$ cat src/rtl/rvc_asap_mem_dump.sv
// rvc_asap_mem_dump: on EBREAK, streams the whole data memory out over valid/ready.
// Optional RVC_DUMP_SKIP_ZERO_EN: zero words other than the last are not sent.
module rvc_asap_mem_dump #(
    parameter logic [31:0] D_MEM_OFFSET = 32'h1000,
    parameter int          D_MEM_MSB    = 11,
    parameter logic [31:0] HALT_OPCODE  = 32'h00100073
) (
    input  logic        i_clock,
    input  logic        i_rst_n,
    input  logic [31:0] i_instruction,
    output logic        o_mem_rd_en,
    output logic [31:0] o_mem_rd_addr,
    input  logic [31:0] i_mem_rd_data,
    output logic        o_dump_valid,
    input  logic        i_dump_ready,
    output logic [31:0] o_dump_addr,
    output logic [31:0] o_dump_data,
    output logic        o_dump_last,
    output logic        o_busy,
    output logic        o_dump_done
);
    localparam logic [31:0] LAST_ADDR = 32'(D_MEM_OFFSET + (32'd1 << (D_MEM_MSB + 1)) - 32'd4);

    typedef enum logic [2:0] {IDLE, READ, CAPTURE, SEND, DONE} state_t;

    state_t      r_state;
    logic [31:0] r_cnt;
    logic        r_mem_rd_en;
    logic        r_dump_valid;
    logic [31:0] r_dump_addr;
    logic [31:0] r_dump_data;
    logic        r_dump_last;
    logic        r_busy;
    logic        r_done;
    logic        w_last;

    assign w_last        = r_cnt == LAST_ADDR;
    assign o_mem_rd_en   = r_mem_rd_en;
    assign o_mem_rd_addr = r_cnt;
    assign o_dump_valid  = r_dump_valid;
    assign o_dump_addr   = r_dump_addr;
    assign o_dump_data   = r_dump_data;
    assign o_dump_last   = r_dump_last;
    assign o_busy        = r_busy;
    assign o_dump_done   = r_done;

    always_ff @(posedge i_clock) begin
        if (!i_rst_n) begin
            r_state      <= IDLE;
            r_cnt        <= '0;
            r_mem_rd_en  <= 1'b0;
            r_dump_valid <= 1'b0;
            r_dump_addr  <= '0;
            r_dump_data  <= '0;
            r_dump_last  <= 1'b0;
            r_busy       <= 1'b0;
            r_done       <= 1'b0;
        end else begin
            case (r_state)
                IDLE: if (i_instruction == HALT_OPCODE) begin
                    r_state     <= READ;
                    r_cnt       <= D_MEM_OFFSET;
                    r_mem_rd_en <= 1'b1;
                    r_busy      <= 1'b1;
                end
                READ: begin
                    r_mem_rd_en <= 1'b0;
                    r_state     <= CAPTURE;
                end
                CAPTURE:
`ifdef RVC_DUMP_SKIP_ZERO_EN
                    if (i_mem_rd_data == 32'h0 && !w_last) begin
                        r_cnt       <= r_cnt + 32'd4;
                        r_mem_rd_en <= 1'b1;
                        r_state     <= READ;
                    end else
`endif
                    begin
                        r_dump_data  <= i_mem_rd_data;
                        r_dump_addr  <= r_cnt;
                        r_dump_last  <= w_last;
                        r_dump_valid <= 1'b1;
                        r_state      <= SEND;
                    end
                SEND: if (i_dump_ready) begin
                    r_dump_valid <= 1'b0;
                    if (r_dump_last) begin
                        r_state <= DONE;
                        r_busy  <= 1'b0;
                        r_done  <= 1'b1;
                    end else begin
                        r_cnt       <= r_cnt + 32'd4;
                        r_mem_rd_en <= 1'b1;
                        r_state     <= READ;
                    end
                end
                DONE: r_state <= DONE;
                default: r_state <= IDLE;
            endcase
        end
    end
endmodule

$ cat config.mk
export PLATFORM = sky130hd
export DESIGN_NAME = rvc_asap_mem_dump
export DESIGN_NICKNAME = d
export VERILOG_FILES = /design/src/rtl/rvc_asap_mem_dump.sv
export SDC_FILE = /design/constraint.sdc
export NUM_CORES = 1
export LEC_CHECK = 0
export ABC_AREA = 1
export BUFFER_PORTS_ARGS = -buffer_cell sky130_fd_sc_hd__buf_2
export CORE_MARGIN = 8
export CORE_UTILIZATION = 56
export CTS_BUF_LIST = sky130_fd_sc_hd__clkbuf_8
export DETAILED_ROUTE_END_ITERATION = 7
export GPL_TIMING_DRIVEN = 0
export MAX_ROUTING_LAYER = met4
export PLACE_DENSITY = 0.88
export SLEW_MARGIN = 20
export SYNTH_ARGS = -nofsm -noshare
export SYNTH_HDL_FRONTEND = slang
export SYNTH_SLANG_ARGS = --single-unit
$ cat constraint.sdc
create_clock -name i_clock -period 4.6 [get_ports i_clock]
set_clock_uncertainty 0.15 [all_clocks]
set_input_delay 1.38 -clock i_clock [delete_from_list [all_inputs] [get_ports i_clock]]
set_output_delay 1.38 -clock i_clock [all_outputs]
set_load 0.01 [all_outputs]
==> results by group, run 1 <==
Logic synthesis
  – #FFs+latches synth: 100
  – Mapped Area: 0.00483 mm2
  – Gate Count Post-Synth: 749
  – XOR/XNOR Fraction of Synth Area: 0
  – Area leader, netlist: dfxtp_1
  – Count of cell types in the netlist: 30
  – Syn avg cell area: 6.45 um2
  – Ys Warns: 0
  – Post-synth EDFFs: 0
  – Post-synth top flop: dfxtp_1
  – Post-synthesis mux area share: 0
  – Simple-gate portion of the synthesized area: 0.344
  – Top cells by area, synth: dfxtp_1 (41%), nand2_1 (13%), nor2_1 (12%)
  – Ys async rst share: 0
  – Largest family of logic cells by synthesized area: simple AND/OR/NAND/NOR gates
  – Post-synthesis adder-cell area fraction: 0.00259
  – Post-synthesis sequential area ratio: 0.414
  – Synth top area share: 0.414
  – Compound-gate portion of the synthesized area: 0.132

Pwr
  – Leak: 2.98 nW
  – PwrDens: 348 mW/mm2
  – Max VDD drop: 0.243 mV

CTS
  – CTS buffer count: 9
  – H-tree levels: 3
  – Post-CTS setup buffer count: 0
  – # hold bufs at CTS: 0
  – Clock sinks: 100
  – Post-CTS sizing: 0
  – Clock buffer depth: 2
  – CTS clk-pin slew, worst paths: 0.10 ns
  – Clk_lat worst skew: 0.37 ns
  – CTS root buffer: clkbuf_8
  – CTS tree: built

Detailed routing
  – Via count: 5448
  – Routed len/inst: 14.3 um
  – DRT antenna net count: 0
  – Drt pass-1 iters: 5
  – Wirelength, routed: 14900 um
  – Drt initial violations: 313
  – # DRC: 0
  – Vias per cell: 5.24

Global route
  – Total Routing Usage GR: 0.263
  – Global-route wire length before repair: 24400 um
  – GR Overflow Total: 0
  – Largest net degree at the start of global routing: 19
  – Vias in the first global route: 5216
  – Initial antenna violation count: 0

Timing
  – WHS: 0.300 ns
  – Achievable Freq: 371 MHz
  – Unrepaired setup endpoints after global routing: false
  – Fin. Hold Viols: 0
  – Actual slew at the worst max-slew pin: 0.578 ns
  – Max Slew Vio Count: 0
  – TNS Setup: 0 ns
  – Final setup violation count: 0
  – Final period utilization: 0.586
  – Slew Limit Headroom: 0.615
  – Min cycle time layout: 2.70 ns

Floorplanning
  – Height of the chip: 109 um
  – Die area: 0.0119 mm2
  – Die width: 109 um
  – Cell Rows: 34
  – Core Area: 0.00855 mm2
  – Io pins: 168
  – Initial Util: 0.565

Worst setup path
  – Worst setup SP type: primary input
  – Worst endpoint required time: 4.72 ns
  – Arrival @ worst endpoint: 2.82 ns
  – Crit. End Element: register
  – Crit Path Max Fanout: 10
  – Critical path type: in -> reg

Placement
  – PortBufs: 163
  – RD Place Congestion: 0.983
  – Placed cells: 1023
  – Hpwl dp: 11700 um

Layout
  – Filler cell count: 790
  – Layout cells sized above 1: 0.220
  – Synth-to-Final Area Change: 23.9%
  – Non-filler cells, final: 1039
  – Final #Nets: 994
  – # diodes: 0

Run
  – Max-Cap Viols: 0

Run status
  – Outcome: finished clean

Worst hold path
  – HP Class: reg -> reg
cells in the mapped netlist, types with 2 or more instances:
master	number
o21ai_1	2
nand3_4	2
o21ai_0	66
buf_2	8
inv_1	80
nor3_1	5
clkbuf_1	22
buf_6	3
nand4_1	29
and2_1	2
buf_4	5
nor2_1	160
inv_2	2
a21oi_1	55
dfxtp_1	100
nand2_1	168
nor2_2	3
nand3_1	25
sequential cells by signal, indices dropped and copies added, names as in the netlist:
name           cells
o_busy             1
o_dump_addr       30
o_dump_data       32
o_dump_done        1
o_dump_last        1
o_dump_valid       1
o_mem_rd_addr     30
o_mem_rd_en        1
r_state            3
routing by layer:
metal	vias up	global-route usage	routed length, um
li1	2724	-	-
met4	0	0.0958	289
met5	-	-	0
met2	235	0.419	6970
met3	28	0.0567	1290
met1	2461	0.321	6350
power breakdown:
part / internal, mW / total, mW / switching, mW
clock: 0.223 / 0.550 / 0.327
combinational: 0.190 / 0.515 / 0.326
sequential: 0.955 / 1.02 / 0.0621
cell usage in the layout (no fill, tap or decap), types with 3 or more instances in the layout:
cell type	instances
conb_1	4
clkbuf_8	10
clkbuf_1	22
a21oi_1	55
buf_6	3
nor2_2	3
o21ai_0	66
nand4_1	29
inv_1	80
nand3_1	25
buf_2	171
nor3_1	5
buf_4	5
nor2_1	160
dfxtp_1	100
nand2_1	168
worst max-delay path: stages:
cell     delay (ns)
buf_2          0.09
inv_1          0.04
nand2_1        0.04
nor2_1         0.10
nand2_1        0.06
nor2_1         0.10
nand2_1        0.07
nand2_1        0.21
nand3_4        0.24
buf_4          0.26
a21oi_1        0.15
nor2_1         0.06
area by class of cell:
| cell class | count | area [um2] | share of cell area |
|---|---|---|---|
| timing repair buffer | 163 | 816 | 0.136 |
| multi-input combinational | 530 | 2330 | 0.389 |
| clock inverter | 6 | 56.3 | 0.00940 |
| tap | 108 | 135 | 0.0226 |
| sequential | 100 | 2000 | 0.334 |
| buffer | 39 | 198 | 0.0330 |
| inverter | 83 | 314 | 0.0524 |
| clock buffer | 10 | 138 | 0.0230 |
metrics by stage:
| step | worst slack, ns | power (mW) | utilization | instance area (um2) |
|---|---|---|---|---|
| detailed placement | 1.51 | 1.55 | 0.678 | 5790 |
| CTS | 1.90 | 2.09 | 0.700 | 5990 |
| floorplan | 1.95 | 1.34 | - | 4840 |
| global route | 1.73 | 2.20 | 0.700 | 5990 |
| finish | 1.90 | 2.08 | 0.700 | 5990 |
| global placement | 1.53 | 1.53 | 0.678 | 5790 |
final timing paths:
path                startpoint                end  slack (ns)  depth (start not counted)
min reg2reg             o_busy             o_busy        0.30                          2
max reg2reg         r_state[1]    o_dump_addr[20]        2.46                          5
max          i_instruction[21]  o_mem_rd_addr[19]        1.90                         12
min                     o_busy             o_busy        0.30                          2
cell families after synthesis:
logic type | after synthesis
and+or+nand+nor | 399
DFF | 100
buffers and inverters | 122
adders and majority gates | 1
other | 1
AOI/OAI and AO/OA | 126
No activity file was read; power rests on OpenSTA's default activity.
==> run 2: changes to the inputs <==
CORE_UTILIZATION = 47   (was 56)
PLACE_DENSITY = 0.79   (was 0.88)
clock period = 2.3 ns   (was 4.6 ns; I/O delays follow)
==> run 2 against run 1 <==
Final cell count increased by 2.7%. Sequential share of layout area shrank 0.25 points. Wire length rose by 2.9%. Via count is 1.8% lower. First-iteration DRC count grew 49%. Flip-flop and latch count is the same. Clock-buffer cell count down 1.
==> results by group, run 2 (synthesis results as in run 1) <==
Layout
  – Final #Nets: 994
  – Layout cells sized above 1: 0.221
  – Commonest non-fill, non-tap cells in the layout: buf_2 (171), nand2_1 (168), nor2_1 (158)
  – # diodes: 0
  – Max reg flops: 32
  – Design area: 0.00603 mm2
  – Commonest non-fill, non-tap cell in the layout: buf_2
  – Synth-to-Final Area Change: 24.9%

Placement
  – PortBufs: 163
  – Hpwl dp: 11800 um
  – Cell Area, Placed: 0.00583 mm2
  – RD Place Congestion: 0.964

Pwr
  – Max VDD drop: 0.548 mV
  – Post-route total power: 4.23 mW
  – PwrDens: 701 mW/mm2
  – Leak: 2.99 nW

Global route
  – Largest net degree at the start of global routing: 18
  – Initial antenna violation count: 0
  – Global-route wire length before repair: 25100 um
  – GR Overflow Total: 0
  – Vias in the first global route: 5010
  – Total Routing Usage GR: 0.225

Floorplanning
  – Io pins: 168
  – Height of the chip: 117 um
  – Cell Rows: 37
  – Core Area: 0.0101 mm2
  – Initial Util: 0.477
  – Die width: 117 um
  – Die area: 0.0138 mm2

Detailed routing
  – # DRC: 0
  – Wirelength, routed: 15300 um
  – Drt initial violations: 466
  – Vias per cell: 5.02
  – DRT antenna net count: 0
  – Via count: 5352
  – Drt pass-1 iters: 5
  – Routed len/inst: 14.4 um

Timing
  – Slew Limit Headroom: 0.592
  – Final period utilization: 0.929
  – Unrepaired setup endpoints after global routing: false
  – Fin. Hold Viols: 0
  – Min cycle time layout: 2.14 ns
  – Max Slew Vio Count: 0
  – Actual slew at the worst max-slew pin: 0.612 ns
  – Final setup violation count: 0
  – Achievable Freq: 468 MHz
  – WHS: 0.299 ns

Worst hold path
  – Hold Startpoint: o_busy
  – Hold Path Depth: 2
  – Hold EP: o_busy
  – HP Class: reg -> reg

Worst setup path
  – Worst R2R Start: o_mem_rd_addr[3]
  – Crit. End Element: register
  – Worst r2r path cells: 9
  – R2r endpoint: o_mem_rd_addr[28]
  – Worst endpoint required time: 2.43 ns
  – Critical-path top delay cell: dfxtp_1
  – CP Cell Sequence: ha_1, nand2_1, nor2_2, nand3_1, inv_1, nand3b_1, or2_0, a21oi_1, nor2_1
  – Crit Path Max Fanout: 5
  – Worst setup SP type: register
  – Critical path type: reg -> reg
  – R2r setup slk: 0.16 ns
  – Crit path largest cell delay: 0.42 ns
  – Arrival @ worst endpoint: 2.27 ns

Run
  – Max-Cap Viols: 0

CTS
  – CTS tree: built
  – H-tree levels: 3
  – Clock buffer depth: 2
  – # hold bufs at CTS: 0
  – Clk_lat worst skew: 0.38 ns
  – CTS buffer count: 9
  – Post-CTS setup buffer count: 0
  – CTS root buffer: clkbuf_8
  – CTS clk-pin slew, worst paths: 0.10 ns
  – Clock sinks: 100

Run status
  – Outcome: finished clean
[run 2: metrics by stage]
| step | utilization | setup slack (ns) | TNS, ns | std cells |
|---|---|---|---|---|
| finish | 0.595 | 0.162 | 0 | 1067 |
| global route | 0.595 | 0.0102 | 0 | 1067 |
| CTS | 0.595 | 0.194 | 0 | 1067 |
| detailed placement | 0.575 | -0.122 | -1.60 | 1051 |
| global placement | 0.575 | -0.101 | -1.26 | 1051 |
| floorplan | - | 0.335 | 0 | 752 |
[run 2: where the power goes]
| group | internal [mW] | total (mW) | switching [mW] | leakage, nW |
|---|---|---|---|---|
| registers | 1.91 | 2.04 | 0.128 | 0.810 |
| clock network | 0.509 | 1.16 | 0.650 | 0.0976 |
| logic | 0.379 | 1.03 | 0.653 | 2.08 |
[run 2: worst max-delay path by stage]
stage	startpoint	end	slack [ns]
finish	o_mem_rd_addr[3]	o_mem_rd_addr[28]	0.16
global placement	i_instruction[2]	o_mem_rd_addr[26]	-0.10
detailed placement	i_instruction[2]	o_mem_rd_addr[2]	-0.12
global route	i_instruction[2]	o_mem_rd_addr[26]	0.01
floorplan	i_instruction[31]	o_mem_rd_addr[2]	0.34
CTS	o_mem_rd_addr[3]	o_mem_rd_addr[18]	0.19
[run 2: timing repair]
action / in CTS / in global routing
endpoints found under the hold margin: 0 / 0
setup endpoints to repair: 0 / 2
resized for setup: 0 / 2
[run 2: layout make-up]
| type | count | area, um2 |
|---|---|---|
| buffer | 39 | 198 |
| clock buffer | 9 | 124 |
| clock inverter | 7 | 75.1 |
| fill | 1012 | 4110 |
| inverter | 83 | 314 |
| multi-input combinational | 530 | 2330 |
| sequential | 100 | 2000 |
| tap | 136 | 170 |
| timing repair buffer | 163 | 816 |
[run 2: per-layer routing]
metal,global-route usage,up-vias,share of wire
li1,-,2722,-
met1,0.279,2375,0.44
met2,0.348,233,0.45
met3,0.0552,22,0.087
met4,0.0843,0,0.020
met5,-,-,0
[run 2: critical path: cells and delay by family (launching register included)]
kind,cells,cell delay (ns)
AO/OA/AOI/OAI,1,0.14
adder cells (fa/ha/maj),1,0.20
buffers and inverters,1,0.14
flip-flops,1,0.42
AND/OR/NAND/NOR,6,0.97
==> run 3: changes to the inputs <==
CORE_MARGIN = unset   (was 8)
CORE_UTILIZATION = 45   (was 47)
CTS_BUF_LIST = unset   (was sky130_fd_sc_hd__clkbuf_8)
CTS_CLUSTER_SIZE = 30   (was unset)
PLACE_DENSITY = 0.76   (was 0.79)
==> run 3 against run 2 <==
Die area shrank 19%. Non-clock buffer count unchanged. Register-to-register slack improved by 0.02 ns. Wire length shrank 7.5%. Largest cell class unchanged.
==> results by group, run 3 (synthesis results as in run 1) <==
Timing
  – Unrepaired setup endpoints after global routing: false
  – Slew Limit Headroom: 0.602
  – Final setup violation count: 0
  – Actual slew at the worst max-slew pin: 0.597 ns
  – TNS Setup: 0 ns
  – Max Slew Vio Count: 0
  – Achievable Freq: 472 MHz
  – Setup ws final: 0.182 ns
  – WHS: 0.301 ns
  – Final period utilization: 0.921
  – Fin. Hold Viols: 0
  – Min cycle time layout: 2.12 ns

Detailed routing
  – Routed len/inst: 13.3 um
  – Drt initial violations: 377
  – Via count: 5370
  – Vias per cell: 5.03
  – # DRC: 0
  – Wirelength, routed: 14200 um
  – Drt pass-1 iters: 5
  – DRT antenna net count: 0

Placement
  – Hpwl dp: 10600 um
  – Cell Area, Placed: 0.00583 mm2
  – Placement Setup Slack: -0.114 ns
  – PortBufs: 163
  – RD Place Congestion: 0.983
  – Placed cells: 1051

Floorplanning
  – Core Area: 0.0104 mm2
  – Die area: 0.0112 mm2
  – Height of the chip: 106 um
  – Initial Util: 0.466
  – Cell Rows: 37
  – Die width: 106 um
  – Io pins: 168

Global route
  – GR Overflow Total: 0
  – Initial antenna violation count: 0
  – Largest net degree at the start of global routing: 21
  – Global-route wire length before repair: 22700 um
  – Vias in the first global route: 4776
  – Total Routing Usage GR: 0.261

CTS
  – Post-CTS sizing: 0
  – Clock buffer depth: 2
  – # hold bufs at CTS: 0
  – CTS tree: built
  – CTS buffer count: 9
  – Post-CTS setup buffer count: 0
  – Clock sinks: 100
  – H-tree levels: 3
  – CTS clk-pin slew, worst paths: 0.11 ns
  – Clk_lat worst skew: 0.37 ns
  – CTS root buffer: clkbuf_8

Worst setup path
  – CP Cell Sequence: ha_1, nand2_1, nor2_2, nand2_1, nor2_1, nand3_1, nand2_1, nor2_1, o21ai_1, nor2_1
  – Worst path depth: 10
  – Crit Path Max Fanout: 5
  – Worst endpoint required time: 2.42 ns
  – Arrival @ worst endpoint: 2.24 ns
  – Worst r2r path cells: 10
  – R2r setup slk: 0.18 ns
  – Crit. End Element: register
  – Crit path largest cell delay: 0.41 ns
  – WP buf/inv: 0
  – Worst path top cell family by delay: simple AND/OR/NAND/NOR gates
  – Worst setup SP type: register
  – Critical-path top delay cell: dfxtp_1
  – Critical path type: reg -> reg

Pwr
  – PwrDens: 696 mW/mm2
  – Leak: 2.99 nW
  – Max VDD drop: 0.435 mV

Layout
  – Layout cells sized above 1: 0.220
  – Commonest non-fill, non-tap cell in the layout: buf_2
  – Max reg flops: 32
  – Final #Nets: 994
  – Synth-to-Final Area Change: 24.9%
  – Non-filler cells, final: 1067
  – Design area: 0.00603 mm2
  – Commonest non-fill, non-tap cells in the layout: buf_2 (171), nand2_1 (168), nor2_1 (160)
  – # diodes: 0

Worst hold path
  – Hold Path Depth: 2
  – HP Class: reg -> reg

Run status
  – Outcome: finished clean

Run
  – Max-Cap Viols: 0
-- run 3: worst min-delay path, delay by kind of cell (launching register included) --
kind            cells  cell delay (ns)
buf+inv             1             0.05
compound gates      1             0.05
flops               1             0.32
-- run 3: area by class of cell --
| cell class | instances | area (um2) |
|---|---|---|
| fill | 1065 | 4340 |
| clock inverter | 7 | 80.1 |
| multi-input combinational | 530 | 2330 |
| buffer | 39 | 198 |
| inverter | 83 | 314 |
| timing repair buffer | 163 | 816 |
| tap | 136 | 170 |
| clock buffer | 9 | 124 |
| sequential | 100 | 2000 |
-- run 3: final timing paths --
| check | endpoint | start |
|---|---|---|
| max reg2reg | o_mem_rd_addr[22] | o_mem_rd_addr[3] |
| min reg2reg | o_busy | o_busy |
| max | o_mem_rd_addr[22] | o_mem_rd_addr[3] |
| min | o_busy | o_busy |
-- run 3: metrics by stage --
step | total power, mW | utilization
global route | 4.43 | 0.582
finish | 4.20 | 0.582
floorplan | 2.68 | -
global placement | 3.07 | 0.562
CTS | 4.22 | 0.582
detailed placement | 3.09 | 0.562
-- run 3: routing by layer --
| metal | vias up | global-route usage | share of wire |
|---|---|---|---|
| met2 | 258 | 0.418 | 0.44 |
| met3 | 32 | 0.0526 | 0.097 |
| met1 | 2355 | 0.334 | 0.44 |
| li1 | 2725 | - | - |
| met4 | 0 | 0.0784 | 0.022 |
| met5 | - | - | 0 |
-- run 3: power by group --
group	switching, mW	internal, mW	total (mW)
clock	0.705	0.433	1.14
sequential	0.127	1.91	2.04
combinational	0.646	0.379	1.03
